$ cat config.mk
export PLATFORM = sky130hd
export DESIGN_NAME = step_sequencer
export DESIGN_NICKNAME = d
export VERILOG_FILES = /design/src/rtl/eater_pkg.sv /design/src/rtl/edge_sync.sv /design/src/rtl/step_sequencer.sv
export SDC_FILE = /design/constraint.sdc
export NUM_CORES = 1
export LEC_CHECK = 0
export ABC_AREA = 1
export BUFFER_PORTS_ARGS = -buffer_cell sky130_fd_sc_hd__buf_2
export CORE_ASPECT_RATIO = 0.5
export CORE_MARGIN = 1.5
export CORE_UTILIZATION = 35
export DETAILED_ROUTE_END_ITERATION = 16
export GPL_TIMING_DRIVEN = 0
export PLACE_DENSITY = 0.65
export SYNTH_ARGS = -nofsm -noshare
export SYNTH_HDL_FRONTEND = slang
export SYNTH_SLANG_ARGS = --single-unit
$ cat constraint.sdc
create_clock -name system_clock -period 2.1 [get_ports system_clock]
set_clock_uncertainty 0.2 [all_clocks]
set_input_delay 0.21 -clock system_clock [delete_from_list [all_inputs] [get_ports system_clock]]
set_output_delay 0.21 -clock system_clock [all_outputs]
set_load 0.005 [all_outputs]
$ cat src/rtl/eater_pkg.sv
// Shared constants and the microstep type for the sequencer and its decode.
package eater_pkg;

    localparam int STEPS_DEFAULT = 5;

    typedef enum logic [2:0] {
        T0 = 3'd0,
        T1 = 3'd1,
        T2 = 3'd2,
        T3 = 3'd3,
        T4 = 3'd4,
        T5 = 3'd5,
        T6 = 3'd6,
        T7 = 3'd7
    } step_t;

endpackage

$ cat src/rtl/edge_sync.sv
// Three-flop synchroniser for an asynchronous level, plus a one-cycle rising-edge pulse.
module edge_sync (
    input  logic system_clock,
    input  logic reset_n,
    input  logic async_in,
    output logic rise
);

    logic s1;
    logic s2;
    logic s3;

    always_ff @(posedge system_clock or negedge reset_n) begin
        if (!reset_n) begin
            s1 <= 1'b0;
            s2 <= 1'b0;
            s3 <= 1'b0;
        end else begin
            s1 <= async_in;
            s2 <= s1;
            s3 <= s2;
        end
    end

    // s1 may be metastable; the edge is judged only on settled s2/s3
    assign rise = s2 & ~s3;

endmodule

$ cat src/rtl/step_sequencer.sv
// Microstep sequencer: CPU clock edges become step ticks that advance the T-state,
// retire instructions, and latch HLT into the run-enable returned to the clock generator.
module step_sequencer
    import eater_pkg::*;
#(
    parameter int STEPS  = STEPS_DEFAULT,
    parameter int STEP_W = 3,
    parameter int CNT_W  = 16
) (
    input  logic              system_clock,
    input  logic              reset_n,
    input  logic              cpu_clock,
    input  logic              hlt,
    input  logic              end_instr,
    input  logic              resume,
    output logic              halt,
    output logic [STEP_W-1:0] step,
    output logic [STEPS-1:0]  step_onehot,
    output logic              tick,
    output logic              instr_done,
    output logic [CNT_W-1:0]  instr_count
);

    logic cpu_edge;
    logic retire;

    edge_sync u_edge_sync (
        .system_clock (system_clock),
        .reset_n      (reset_n),
        .async_in     (cpu_clock),
        .rise         (cpu_edge)
    );

    // Edges seen while halted are dropped, not queued
    assign tick = cpu_edge & halt;

    // Fetch (T0/T1) always completes, so early termination counts only from T2
    assign retire = (step == STEP_W'(STEPS - 1)) ||
                    (end_instr && (step >= STEP_W'(T2)));

    always_ff @(posedge system_clock or negedge reset_n) begin
        if (!reset_n) begin
            halt        <= 1'b1;
            step        <= STEP_W'(T0);
            instr_done  <= 1'b0;
            instr_count <= '0;
        end else begin
            instr_done <= 1'b0;
            if (tick) begin
                if (hlt) begin
                    // The HLT step is held, so a halting tick always beats a resume
                    halt <= 1'b0;
                end else if (retire) begin
                    step        <= STEP_W'(T0);
                    instr_done  <= 1'b1;
                    instr_count <= instr_count + CNT_W'(1);
                end else begin
                    step <= step + STEP_W'(1);
                end
            end else if (resume) begin
                halt <= 1'b1;
            end
        end
    end

    assign step_onehot = STEPS'(1) << step;

endmodule
# After elaboration in Yosys (flattened, before gate mapping)
# Cells that the tools add are included.
classes:
  addsub: 2
  n_lt_le_gt_ge: 1
  n_eq_ne: 2
  n_shift: 1
  mux: 7
  bitwise: 4
  n_reduce_logical: 6
ops:
  columns: ["operator", "count"]
  rows:
  - ["adder 16 x 1 -> 16 bit (second input constant)", 1]
  - ["two-way mux 1 bit", 6]
  - ["left shift 1 x 3 -> 5 bit (first input constant)", 1]
  - ["AND reduction 2 bit", 2]
  - ["adder 3 x 1 -> 3 bit (second input constant)", 1]
  - ["== test 3 bit (second input constant)", 1]
  - [">= comparator 3 x 2 -> 1 bit (second input constant)", 1]
  - ["two-way mux 3 bit", 1]
  - ["AND reduction 3 bit", 1]
  - ["AND 1 bit", 2]
  - ["!= test 2 bit (second input constant)", 1]
  - ["inverter 1 bit", 2]
  - ["nonzero test 2 bit", 1]
  - ["logical AND 1 bit", 1]
  - ["logical OR 1 bit", 1]
word_totals:
  register_bits: 24
  in_bits: 6
  out_inout_bits: 27
  word_cells: 30

# Longest topological paths before layout
depth:
  word_depth: 6
  mapped_depth: 10
  depth_no_buf: 10

# By module
# A second synthesis with hierarchy kept.
hier_totals:
  cells_unflattened: 169
  hier_area_um2: 1355.0
modules_own_cells:
  columns: ["mod", "instances", "cells_each", "area_per_inst_um2", "seq_area_each_um2"]
  rows:
  - ["step_sequencer", 1, 164, 1270.0, 526.8]
  - ["edge_sync", 1, 5, 85.1, 75.1]

# Worst setup path before layout
# Ideal clock, no wire load.
synth_path:
  path_kind: "register to register"
  start: "register step[0]"
  end: "register instr_count[0]"
  setup_time_ps: 79
  arrival_time_ps: 1355
  t_required_ps: 1821
  slack_ps: 466
  path_stages_with_launch: 10
  path_buffers: 1
  period_less_slack_ps: 1634
  cell_sequence: "dfrtp_1 > inv_1 > ha_1 > nor2_1 > nand2_1 > nand2_2 > nand2_1 > nand2_2 > buf_6 > xor2_1"
synth_between:
  elab_chain_cells: 4
  elab_cells_between_ends: 5
  classes_between: "order compare: 1; eq/ne: 1; reduce/logical: 3"
synth_lines:
  columns: ["element", "line_no", "rtl"]
  rows:
  - ["start, declared", "step_sequencer.sv:17", "output logic [STEP_W-1:0] step,"]
  - ["start signal, assigned", "step_sequencer.sv:44", "step <= STEP_W'(T0);"]
  - ["start signal, assigned", "step_sequencer.sv:54", "step <= STEP_W'(T0);"]
  - ["start signal, assigned", "step_sequencer.sv:58", "step <= step + STEP_W'(1);"]
  - [">= comparator 3 x 2 -> 1 bit", "step_sequencer.sv:39", "(end_instr && (step >= STEP_W'(T2)));"]
  - ["logical AND 1 bit", "step_sequencer.sv:39", null]
  - ["logical OR 1 bit (*)", "step_sequencer.sv:38", "assign retire = (step == STEP_W'(STEPS - 1)) ||"]
  - ["AND reduction 3 bit (no line) (*)", null, null]
  - ["end signal, assigned", "step_sequencer.sv:56", "instr_count <= instr_count + CNT_W'(1);"]
  - ["end, declared", "step_sequencer.sv:21", "output logic [CNT_W-1:0] instr_count"]
# Mark *: on every way between the ends. The rest lies on a longest branch, timed or not.
# A chain may end at the register's enable or synchronous reset.

# Worst setup path in the final report
# Same ends and word-level chain as after synthesis.

==> results.tsv <==
metric	value	unit
final hold violation count	0	
max-slew violations	0	
outcome	finished, final reports clean	
layout cells sized above 1	0.2670	
vias in the first global route	998	
Max FO, Critical Path	10	
# IOs	33	
synthesized instance count	166	
Slew HR	0.6257	
core region area	0.003510	mm2
DRT Pass-1 Iters	5	
die height	46.41	um
fill count	367	
largest net degree at the start of global routing	25	
clock sinks	24	
wire length per cell	10.19	um
PD cells	834.2	mW/mm2
die area	0.004168	mm2
maximum level of the CTS H-tree	1	
# port buffers	32	
CTS max path bufs	2	
Hold Crit Class	input port to flop	
initial antenna violation count	0	
WL met1	1201	um
pre-CTS setup slack	0.3151	ns
Synth Area in XOR/XNOR	0.03321	
Seq cells post-synth	24	
Via density	4.416	
final period utilization	0.8494	
final setup fails	0	
Multi-input gate area	603.1	um2
Initial Utilization	0.3758	
Worst Tran Pin Value	0.5614	ns
initial DRC count	81	
Adder-Cell Fraction of Synth Area	0.05693	
area delta synth->final	24.19	%
Via Count	1135	
Final ANT Viol Nets	0	
RSZ-0062 raised after global routing	false	
global-route wire length before repair	4526	um
DRC	0	
RePlAce Congestion	0.7615	
Unique masters post-synth	20	
CTS tree	done	
Avg Inst Size Synth	7.944	um2
TritonCTS buffer count	3	
crit start category	flop	
Root Driver	clkbuf_8	
maximum vdd drop	0.0002978	V
post-synthesis compound-gate area fraction	0.04839	
Setup Fix Bufs, Post-CTS	0	
Critical Path RT	2.09	ns
met3 WL	134	um
Worst EP arrival	1.78	ns
simple-gate portion of the synthesized area	0.3188	
post-CTS sizing	0	
Post-Syn Area	0.001319	mm2
Synth warnings	0	
Cells after DPL	249	
die width	89.81	um
nets	219	
largest family of logic cells by synthesized area	simple AND/OR/NAND/NOR gates	
worst setup path class	flop to flop	
CP endpoint kind	flop	
syn_nets	178	
metal2 WL	1264	um
Worst-Skew Late Latency	0.26	ns
f_max	560.6	MHz
row cnt	15	
Max Used Layer	met4	
post-synthesis sequential area ratio	0.4564	
WHS	0.1156	ns
clock-pin slew on the worst setup and hold paths	0.08	ns
Antenna Cells	0	
Leak Pwr	0.8516	nW
gr ovfl total	0	
setup TNS	0	ns
DRT Wirelength	2618	um
final worst path period need	1.784	ns
hpwl dp	1879	um
Overall Global Routing Usage	0.1418	
sequential cell area	601.8	um2
MaxCap Viol Count	0	
Final WS setup	0.3162	ns
Final Util	0.4667	
fin cells	257	
post-synthesis mux area share	0	
==> report_power, final <==
part           total [mW]  switching [mW]  internal (mW)  leakage, nW
Combinational       0.443           0.241          0.201        0.506
Clock               0.313           0.146          0.167       0.0288
Sequential          0.610          0.0811          0.529        0.317
Total                1.37           0.469          0.898        0.852
==> path summary, 6_finish.rpt <==
kind / start / endpoint / slack [ns] / cells after the start
hold / removal: end_instr / step[1]$_DFFE_PN0P_ / 0.12 / 4
min in group asynchronous: reset_n / instr_count[1]$_DFFE_PN0P_ / 0.27 / 2
setup reg to reg: step[0]$_DFFE_PN0P_ / instr_count[0]$_DFFE_PN0P_ / 0.32 / 9
max in group asynchronous: reset_n / halt$_DFFE_PN1P_ / 1.05 / 2
hold reg to reg: u_edge_sync.s1$_DFF_PN0_ / u_edge_sync.s2$_DFF_PN0_ / 0.15 / 0
setup / recovery: step[0]$_DFFE_PN0P_ / instr_count[0]$_DFFE_PN0P_ / 0.32 / 9
==> logic make-up after synthesis <==
family	Yosys count
XOR/XNOR	5
buffers and inverters	26
AO/OA/AOI/OAI	10
flip-flops	24
AND/OR/NAND/NOR	95
adder cells (fa/ha/maj)	6
==> routing by layer <==
metal	GRT usage	vias up
li1	-	589
met1	0.1776	515
met2	0.2519	29
met3	0.03795	2
met4	0.03810	0
met5	0	-
==> state kept, by name (all words and copies together) (netlist names) <==
name and flops:
step 3, halt 1, instr_done 1, u_edge_sync.s3 1, u_edge_sync.s1 1, u_edge_sync.s2 1, instr_count 16
==> final cells by class <==
class,instances,area share
Tap cell,51,0.03896
Sequential cell,24,0.3675
Inverter,24,0.05577
Timing Repair Buffer,36,0.1222
Buffer,2,0.01375
Clock buffer,4,0.03361
Multi-Input combinational cell,116,0.3682
==> critical path: stages (launching register included) <==
cell and delay [ns]:
dfrtp_1 0.44, inv_1 0.09, ha_1 0.21, nor2_1 0.08, nand2_1 0.06, nand2_2 0.10, nand2_1 0.08, nand2_2 0.14
buf_6 0.16, xor2_1 0.15
==> synth_stat cells <==
master / n / area share
nand2_2: 3 / 0.014
nor2_1: 13 / 0.037
dfstp_2: 1 / 0.020
nand3_1: 9 / 0.034
nor3_1: 1 / 0.0038
a21oi_4: 1 / 0.012
xnor2_1: 3 / 0.020
dfrtp_1: 23 / 0.44
clkinv_2: 1 / 0.0038
buf_6: 2 / 0.017
o21ai_0: 2 / 0.0076
nand2_1: 59 / 0.17
xor2_1: 2 / 0.013
o21ai_1: 5 / 0.019
ha_1: 6 / 0.057
inv_1: 22 / 0.063
inv_2: 1 / 0.0028
o22ai_1: 2 / 0.0095
nor2_2: 5 / 0.024
nand3_2: 5 / 0.038
==> through the flow <==
| stage | cell area, um2 | total power, mW |
|---|---|---|
| 6_report | 1638 | 1.366 |
| 5_1_grt | 1638 | 1.482 |
| 4_1_cts | 1638 | 1.390 |
| 3_5_place_dp | 1543 | 1.064 |
| 3_3_place_gp | 1543 | 1.053 |
| 2_1_floorplan | 1319 | 0.8869 |
==> placed cells by master, fill, tap and decap left out, drive strengths merged, types with 2 or more instances in the layout <==
cell type and n:
nand2 62, buf 34, nor2 18, inv 23, dlygate4sd3 4, ha 6
dfrtp 23, o21ai 7, nand3 14, xnor2 3, o22ai 2, xor2 2
clkbuf 4
==> repair_timing <==
item,4_1_cts,5_1_grt
endpoints found under the hold margin,25,0
hold buffers,4,0
endpoints found under the setup margin,0,0
Note: power is estimated with default switching activity, not from simulation.
